[src/rtl/spi_ram_burst_if.sv]
// Command/response bus between the SPI slave deserialiser and the burst RAM.
interface spi_ram_burst_if #(
  parameter int DATA_W = 8
);
  logic [DATA_W+1:0] din;
  logic              rx_valid;
  logic              tx_ready;
  logic [DATA_W-1:0] dout;
  logic              tx_valid;
  logic              ovf;

  modport master (
    output din, rx_valid, tx_ready,
    input  dout, tx_valid, ovf
  );

  modport slave (
    input  din, rx_valid, tx_ready,
    output dout, tx_valid, ovf
  );
endinterface

[src/rtl/spi_ram_burst.sv]
// Single-port RAM behind the SPI deserialiser: 2-bit opcode commands set and
// auto-increment write/read pointers; read data leaves via valid/ready with a sticky overrun.
module spi_ram_burst #(
  parameter int DATA_W    = 8,
  parameter int ADDR_W    = 8,
  parameter int MEM_DEPTH = 256,
  parameter int AUTO_INC  = 1
) (
  input  logic          clk,
  input  logic          rst_n,
  spi_ram_burst_if.slave bus
);
  localparam logic [1:0] OP_WADDR = 2'b00;
  localparam logic [1:0] OP_WDATA = 2'b01;
  localparam logic [1:0] OP_RADDR = 2'b10;
  localparam logic [1:0] OP_READ  = 2'b11;
  localparam logic [ADDR_W-1:0] LAST = ADDR_W'(MEM_DEPTH - 1);

  logic [DATA_W-1:0] mem [MEM_DEPTH];
  logic [ADDR_W-1:0] wr_ptr, rd_ptr;
  logic [DATA_W-1:0] dout_q;
  logic              tx_valid_q;
  logic              ovf_q;
  logic [1:0]        op;
  logic [DATA_W-1:0] payload;
  logic              xfer;
  logic              rd_req;
  logic              rd_accept;

  // Payload wider or narrower than the pointer: keep the low ADDR_W bits, then fold into range.
  function automatic logic [ADDR_W-1:0] fold_addr(input logic [DATA_W-1:0] p);
    logic [ADDR_W+DATA_W-1:0] wide;
    logic [31:0]              a;
    wide = {{ADDR_W{1'b0}}, p};
    a    = 32'(wide[ADDR_W-1:0]);
    return ADDR_W'(a % 32'(MEM_DEPTH));
  endfunction

  function automatic logic [ADDR_W-1:0] next_ptr(input logic [ADDR_W-1:0] p);
    return (p == LAST) ? '0 : p + ADDR_W'(1);
  endfunction

  assign op        = bus.din[DATA_W+1:DATA_W];
  assign payload   = bus.din[DATA_W-1:0];
  assign xfer      = tx_valid_q && bus.tx_ready;
  assign rd_req    = bus.rx_valid && (op == OP_READ);
  assign rd_accept = rd_req && (!tx_valid_q || bus.tx_ready);

  assign bus.dout     = dout_q;
  assign bus.tx_valid = tx_valid_q;
  assign bus.ovf      = ovf_q;

  // Storage is deliberately outside the reset domain so contents survive rst_n.
  always_ff @(posedge clk) begin
    if (bus.rx_valid && (op == OP_WDATA))
      mem[wr_ptr] <= payload;
  end

  always_ff @(posedge clk) begin
    if (!rst_n) begin
      wr_ptr     <= '0;
      rd_ptr     <= '0;
      dout_q     <= '0;
      tx_valid_q <= 1'b0;
      ovf_q      <= 1'b0;
    end else begin
      if (xfer)
        tx_valid_q <= 1'b0;
      if (bus.rx_valid) begin
        case (op)
          OP_WADDR: wr_ptr <= fold_addr(payload);
          OP_WDATA: if (AUTO_INC != 0) wr_ptr <= next_ptr(wr_ptr);
          OP_RADDR: rd_ptr <= fold_addr(payload);
          default: begin
            if (rd_accept) begin
              dout_q     <= mem[rd_ptr];
              tx_valid_q <= 1'b1;
              if (AUTO_INC != 0) rd_ptr <= next_ptr(rd_ptr);
            end else begin
              ovf_q <= 1'b1;
            end
          end
        endcase
      end
    end
  end
endmodule

[src/flat_wrapper.sv]
// flat-port wrapper written by rule: the top's interface ports become plain ports
module spi_ram_burst_flat 
#(
  parameter int DATA_W    = 8,
  parameter int ADDR_W    = 8,
  parameter int MEM_DEPTH = 256,
  parameter int AUTO_INC  = 1
)
  (clk, rst_n, bus_din, bus_rx_valid, bus_tx_ready, bus_dout, bus_tx_valid, bus_ovf);
  spi_ram_burst_if #(.DATA_W(DATA_W)) bus_i ();
  input  logic clk;
  input  logic rst_n;
  input wire logic [$bits(bus_i.din)-1:0] bus_din;
  input wire logic [$bits(bus_i.rx_valid)-1:0] bus_rx_valid;
  input wire logic [$bits(bus_i.tx_ready)-1:0] bus_tx_ready;
  output wire logic [$bits(bus_i.dout)-1:0] bus_dout;
  output wire logic [$bits(bus_i.tx_valid)-1:0] bus_tx_valid;
  output wire logic [$bits(bus_i.ovf)-1:0] bus_ovf;
  assign bus_i.din = bus_din;
  assign bus_i.rx_valid = bus_rx_valid;
  assign bus_i.tx_ready = bus_tx_ready;
  assign bus_dout = bus_i.dout;
  assign bus_tx_valid = bus_i.tx_valid;
  assign bus_ovf = bus_i.ovf;
  spi_ram_burst #(.DATA_W(DATA_W), .ADDR_W(ADDR_W), .MEM_DEPTH(MEM_DEPTH), .AUTO_INC(AUTO_INC)) u_core (.clk(clk), .rst_n(rst_n), .bus(bus_i));
endmodule
[config.mk]
export PLATFORM = sky130hd
export DESIGN_NAME = spi_ram_burst_flat
export DESIGN_NICKNAME = d
export VERILOG_FILES = /design/src/rtl/spi_ram_burst_if.sv /design/src/rtl/spi_ram_burst.sv /design/src/flat_wrapper.sv
export SDC_FILE = /design/constraint.sdc
export NUM_CORES = 2
export LEC_CHECK = 0
export CORE_ASPECT_RATIO = 0.7
export CORE_MARGIN = 2
export CORE_UTILIZATION = 60
export CTS_CLUSTER_SIZE = 28
export DETAILED_ROUTE_END_ITERATION = 16
export MAX_ROUTING_LAYER = met4
export PLACE_DENSITY = 0.76
export SETUP_SLACK_MARGIN = 0.4
export SYNTH_ARGS = -nofsm -noshare
export SYNTH_HDL_FRONTEND = slang
export SYNTH_SLANG_ARGS = --single-unit
export TNS_END_PERCENT = 10
[constraint.sdc]
create_clock -name clk -period 2.85 [get_ports clk]
set_clock_uncertainty 0.15 [all_clocks]
set_input_delay 0.4275 -clock clk [delete_from_list [all_inputs] [get_ports clk]]
set_output_delay 0.4275 -clock clk [all_outputs]
set_load 0.03 [all_outputs]
# Word level (Yosys, flattened, before mapping)

Memories as Yosys holds them, arrays and structs flattened. A register that Yosys moved wholly into a read port is not among the register bits.
Index checks and enable logic that the tools add are counted.

Register bits after elaboration: 18
Bits in writable memories: 2048
Bits of input ports: 14
Output and inout port bits: 10
Word-level logic and storage cells: 42
Memories: 1

$add $sub $neg: 2
Equality and inequality tests: 5
Mux-type cells: 11
Bitwise logic cells: 3
Reduce and logical (&&, ||, !) cells: 16

Memories:

| name       | depth | width | read ports | clocked after memory_dff | wr ports | line                | RTL |
|---|---|---|---|---|---|---|---|
| u_core.mem | 256   | 8     | 1          | 1                        | 1        | spi_ram_burst.sv:19 | `logic [DATA_W-1:0] mem [MEM_DEPTH];` |

Operator list:

| cell                                           | count |
|---|---|
| case mux 8 bit (2 select lines)                | 2 |
| 2-to-1 mux 8 bit                               | 3 |
| adder 8 x 1 -> 8 bit (second input constant)   | 2 |
| == test 8 bit (second input constant)          | 2 |
| AND reduction 3 bit                            | 3 |
| 2-to-1 mux 1 bit                               | 6 |
| == test 2 bit (second input constant)          | 2 |
| logical AND 1 bit                              | 4 |
| nonzero test 2 bit                             | 2 |
| NOT 1 bit                                      | 3 |
| OR reduction 3 bit                             | 1 |
| == test 2 x 1 -> 1 bit (second input constant) | 1 |
| zero test 1 bit                                | 2 |
| zero test 2 bit                                | 1 |
| AND reduction 2 bit                            | 1 |
| OR reduction 2 bit                             | 1 |
| logical OR 1 bit                               | 1 |

# Depth between registers and ports, before layout

Depth in word-level cells: 6
Mapped depth: 13
Depth with buffers taken out: 7

# Worst setup path before layout

No wires, ideal clock.

Path type: register to register
Start point: register u_core.rd_ptr[1]
End point: register u_core.dout_q[2] (netlist: u_core.bus.dout[2]), read port of u_core.mem
Library setup time: 128 ps
Arrival: 2193 ps
Required time: 2572 ps
Path slack: 379 ps
Stages on the path, launching flop included: 10
Clock period less this slack: 2471 ps
Cell sequence: dfxtp_1 buf_4 buf_4 buf_2 buf_1 mux4_2 a2111oi_0 nor4_1 a32oi_1 o41ai_2

RTL lines:

| item                   | line                | RTL |
|---|---|---|
| start, declared        | spi_ram_burst.sv:20 | `logic [ADDR_W-1:0] wr_ptr, rd_ptr;` |
| start signal, assigned | spi_ram_burst.sv:73 | `OP_RADDR: rd_ptr <= fold_addr(payload);` |
| start signal, assigned | spi_ram_burst.sv:78 | `if (AUTO_INC != 0) rd_ptr <= next_ptr(rd_ptr);` |
| end, declared          | spi_ram_burst.sv:21 | `logic [DATA_W-1:0] dout_q;` |

==> results.txt <==
* Switch share: 0.2143
- Area inside the core boundary: 135,200 sq um
* Outcome: finished with violations
- Layout Area Growth over Synthesis: 18.34%
- Clk slew on worst S/H paths: 0.07 ns
* Finish-stage setup viols: 8
- The die covers 138,700 sq um.
- Standard-cell rows: 113
* Buffers on Ports: 23
- The detailed router put a total of 82,540 microns of wire on met1.
* Final setup margin: -0.2205 ns
- Dividing the detail-routed wire length by the instance count gives 31.09 microns.
* Starting density of the core: 0.6022
* Area of placed instances: 88,730 sq um
- Global Route Usage Sum: 0.3154
- Cell with the largest stage delay on the worst path: sky130_fd_sc_hd__nor3_2
* Synth warnings: 0
* Pint: 48.45 mW
- The congestion estimate from routability-driven global placement came to 0.9307.
- For this run, the top clock speed supported by timing is 325.7 MHz.
* Switching Power: 13.21 mW
- Filler cell count in the final layout: 7,769
* Total standard cell area after synthesis: 81,390 sq um
- The total overflow left after global routing is 0.
* First-pass GRT wire length: 305,500 microns
- Worst Setup End Kind: register
- Number of antenna violations at the first check in global routing: 7
- Final Cycle Share: 1.077
- Of all flip-flops after synthesis, the portion carrying an async set or reset was 0.
- A synthesized cell averages 19.66 sq um.
- Remaining design rule violation count: 0
* Required @ worst endpoint: 3.45 ns
* Top layer in use: met4
* Crit path top cell by count: sky130_fd_sc_hd__buf_4
- Total I/O pin count: 24
- Setup repair after global routing could not meet its margin everywhere.
- Entering global routing, the biggest net connects 107 pins.
* Num CTS Buffers: 183
* Critical path, cell by cell: buf_4 > nor2b_1 > nand2_1 > buf_4 > o22ai_1 > a2111oi_2 > buf_4 > nor3_2 > o2111ai_2 > o21ai_1
- The worst-case IR drop observed on VDD is 0.5859 mV.
* Nature of the critical path startpoint: register
- EDFF count, synth: 2,048
* Area taken by flip-flops and latches: 62,040 sq um
* Power share of the sequential group: 0.544
* Clock tree from TritonCTS: yes
* Htree depth: 4
- At the pin with the least slew margin, the transition time is 0.8905 ns.
* Number of nets with antenna violations after detailed routing: 0
- Top fanout value on the critical path: 11
* Final hold violation count: 1
- Total Power Consumption: 61.66 mW
* Area of all placed cells without fillers: 96,320 sq um
* Share of cells above drive strength 1: 0.3138
- Measured against its own limit, the worst slew margin works out to 0.4063.
* Synth top area share: 0.7556
- The tree is rooted in a sky130_fd_sc_hd__clkbuf_16.
- Combinational cell fraction of total power: 0.061
* Number of max-capacitance violations reported: 0
- Measured along the y axis, the die boundary spans 312.2 microns.
- Clock latency of the later-clocked register in the worst-skew pair: 0.83 ns
* Portion of total power attributed to the clock network: 0.395
- Slowest stage delay, CP: 0.51 ns
* Sequential element share of the synthesized area: 0.7620
- Critical path type: register to register
- The most used flip-flop cell after synthesis is sky130_fd_sc_hd__edfxtp_1.
- Wire segments on met2 add up to 94,320 microns in the final route.
- Dominant cells by area after synthesis: sky130_fd_sc_hd__edfxtp_1 (76%), sky130_fd_sc_hd__mux4_2 (9.0%), sky130_fd_sc_hd__mux2i_1 (4.2%)
- Via density per instance: 6.703
* Fin. max-slew vios: 0
* First drt pass iteration count: 7
- Power per unit of standard cell area: 640.2 nW/um^2
* Net count of the mapped netlist: 4,159
- Once layout is complete, the utilization of the core stands at 0.7126.
* Worst hold margin: -0.004170 ns
- Layout Nets: 4,932
* Violated checks: hold timing, setup timing
- Post-detail-place hpwl: 133,300 microns
- Area used by multi-input combinational logic: 18,300 sq um
* Cell leakage power: 31.03 nW
- Synthesis produced a netlist whose cell count is 4,140.
* Clk buf depth: 3
- The clock net in this run drives a total of 2,074 sinks.
* Routed length on met3: 29,470 microns
* Post-synthesis cell type with the largest combined area: sky130_fd_sc_hd__edfxtp_1
* Data arrival time of the worst path: 3.67 ns
- Tightest Hold Check Type: primary input to register
* Tmin final: 3.070 ns
* Total wire length: 212,900 microns
- The number of global-route vias before repair was 44,374.
- In the final timing run, aggregate negative setup slack is -1.226 ns.
- Violation count after the first detailed-routing iteration: 7,738
- Vias after detailed routing: 45,905
- The die is 444.2 microns wide.
- Unique masters post-synth: 72
* Flip-flop and latch count after synthesis: 2,074
[cell usage after synthesis (all sizes together), types with 18 or more instances]
cell type,instances
a2111oi,18
nor3,24
edfxtp,2048
buf,144
mux2i,340
clkbuf,114
nor2b,32
a211oi,29
nand3,31
o221ai,34
mux4,344
a22oi,55
nor2,306
o21ai,79
o22ai,111
a21oi,98
mux2,37
dfxtp,26
nand2,95
[flip-flops by register name, indices dropped and copies added, names as in the netlist]
signal	flops
u_core.bus.ovf	1
u_core.mem	2048
u_core.bus.tx_valid	1
u_core.wr_ptr	8
u_core.rd_ptr	8
u_core.bus.dout	8
[layer usage]
layer | track usage | up-vias
met2 | 0.4389 | 3508
li1 | - | 18558
met4 | 0.09524 | 0
met3 | 0.07260 | 405
met1 | 0.4719 | 23434
met5 | - | -
[area by class of cell]
class	count	area share
Clock inverter	96	0.009756
Antenna cell	5	0.0001299
Timing Repair Buffer	847	0.08168
Tap cell	1782	0.02315
Sequential cell	2074	0.6441
Multi-Input combinational cell	1794	0.1900
Inverter	13	0.0005066
Clock buffer	237	0.05074
[worst max-delay path, delay by kind of cell, from the launching register on]
| family | cells | cell delay [ns] |
|---|---|---|
| AO/OA/AOI/OAI | 4 | 0.81 |
| buffers and inverters | 3 | 0.59 |
| AND/OR/NAND/NOR | 3 | 1.00 |
| flip-flops | 1 | 0.44 |
[through the flow]
step / worst slack [ns] / std cells
after detailed placement: -0.5914 / 6427
after global routing: -0.2378 / 6845
final: -0.2205 / 6848
after global placement: -0.5509 / 6427
after floorplan: 0.4174 / 4140
after CTS: -0.1431 / 6793
[worst paths after layout]
path         depth (start not counted)  slack [ns]                               to                          start
min reg2reg                          1        0.32      u_core.bus.ovf$_SDFFE_PN0P_    u_core.bus.ovf$_SDFFE_PN0P_
max                                 10       -0.22  u_core.bus.dout[5]$_SDFFE_PN0P_  u_core.rd_ptr[2]$_SDFFE_PN0P_
min                                  2      -0.004     u_core.mem[104][2]$_DFFE_PP_                     bus_din[2]
max reg2reg                         10       -0.22  u_core.bus.dout[5]$_SDFFE_PN0P_  u_core.rd_ptr[2]$_SDFFE_PN0P_
[power by group through the flow]
stage | logic [mW] | clock network, mW | registers [mW]
after global placement | 3.28 | 0 | 34.2
after floorplan | 1.82 | 0 | 34.2
final | 3.76 | 24.4 | 33.6
after detailed placement | 3.35 | 0 | 34.2
after global routing | 3.92 | 25.6 | 33.5
after CTS | 3.55 | 24.5 | 33.5
[layout by cell type (no fill, tap or decap), drive strengths merged, types with 8 or more instances in the layout]
master and n:
nor2 306, a221oi 9, a211o 12, dfxtp 26, clkinv 75, mux2i 340, a211oi 29, nor2b 32
mux4 344, nor3 24, inv 16, edfxtp 2048, clkbuf 248, o21ai 79, a2111oi 18, a21oi 98
o221ai 34, a22oi 55, nor4 15, buf 814, o22ai 111, nand4 13, mux2 37, o31ai 10
nand3 31, dlygate4sd2 8, bufinv 13, nand2 95
[kinds of logic after synthesis]
| family | count (synthesis) | synth area share |
|---|---|---|
| buffers and inverters | 272 | 0.02174 |
| AOI/OAI and AO/OA | 514 | 0.04271 |
| adders and majority gates | 5 | 0.0007686 |
| xor gates and xnor gates | 1 | 0.0001076 |
| DFF | 2074 | 0.7620 |
| muxes | 721 | 0.1429 |
| and+or+nand+nor | 553 | 0.02978 |
[repair_timing]
action / in CTS / in global routing
setup buffers: 24 / 47
gates cloned: 5 / 3
gates resized for setup: 112 / 110
hold buffers: 4 / 0
endpoints found under the setup margin: 22 / 328
pin swaps: 27 / 37
hold endpoints to repair: 103 / 0
No activity file was read; power rests on OpenSTA's default activity.
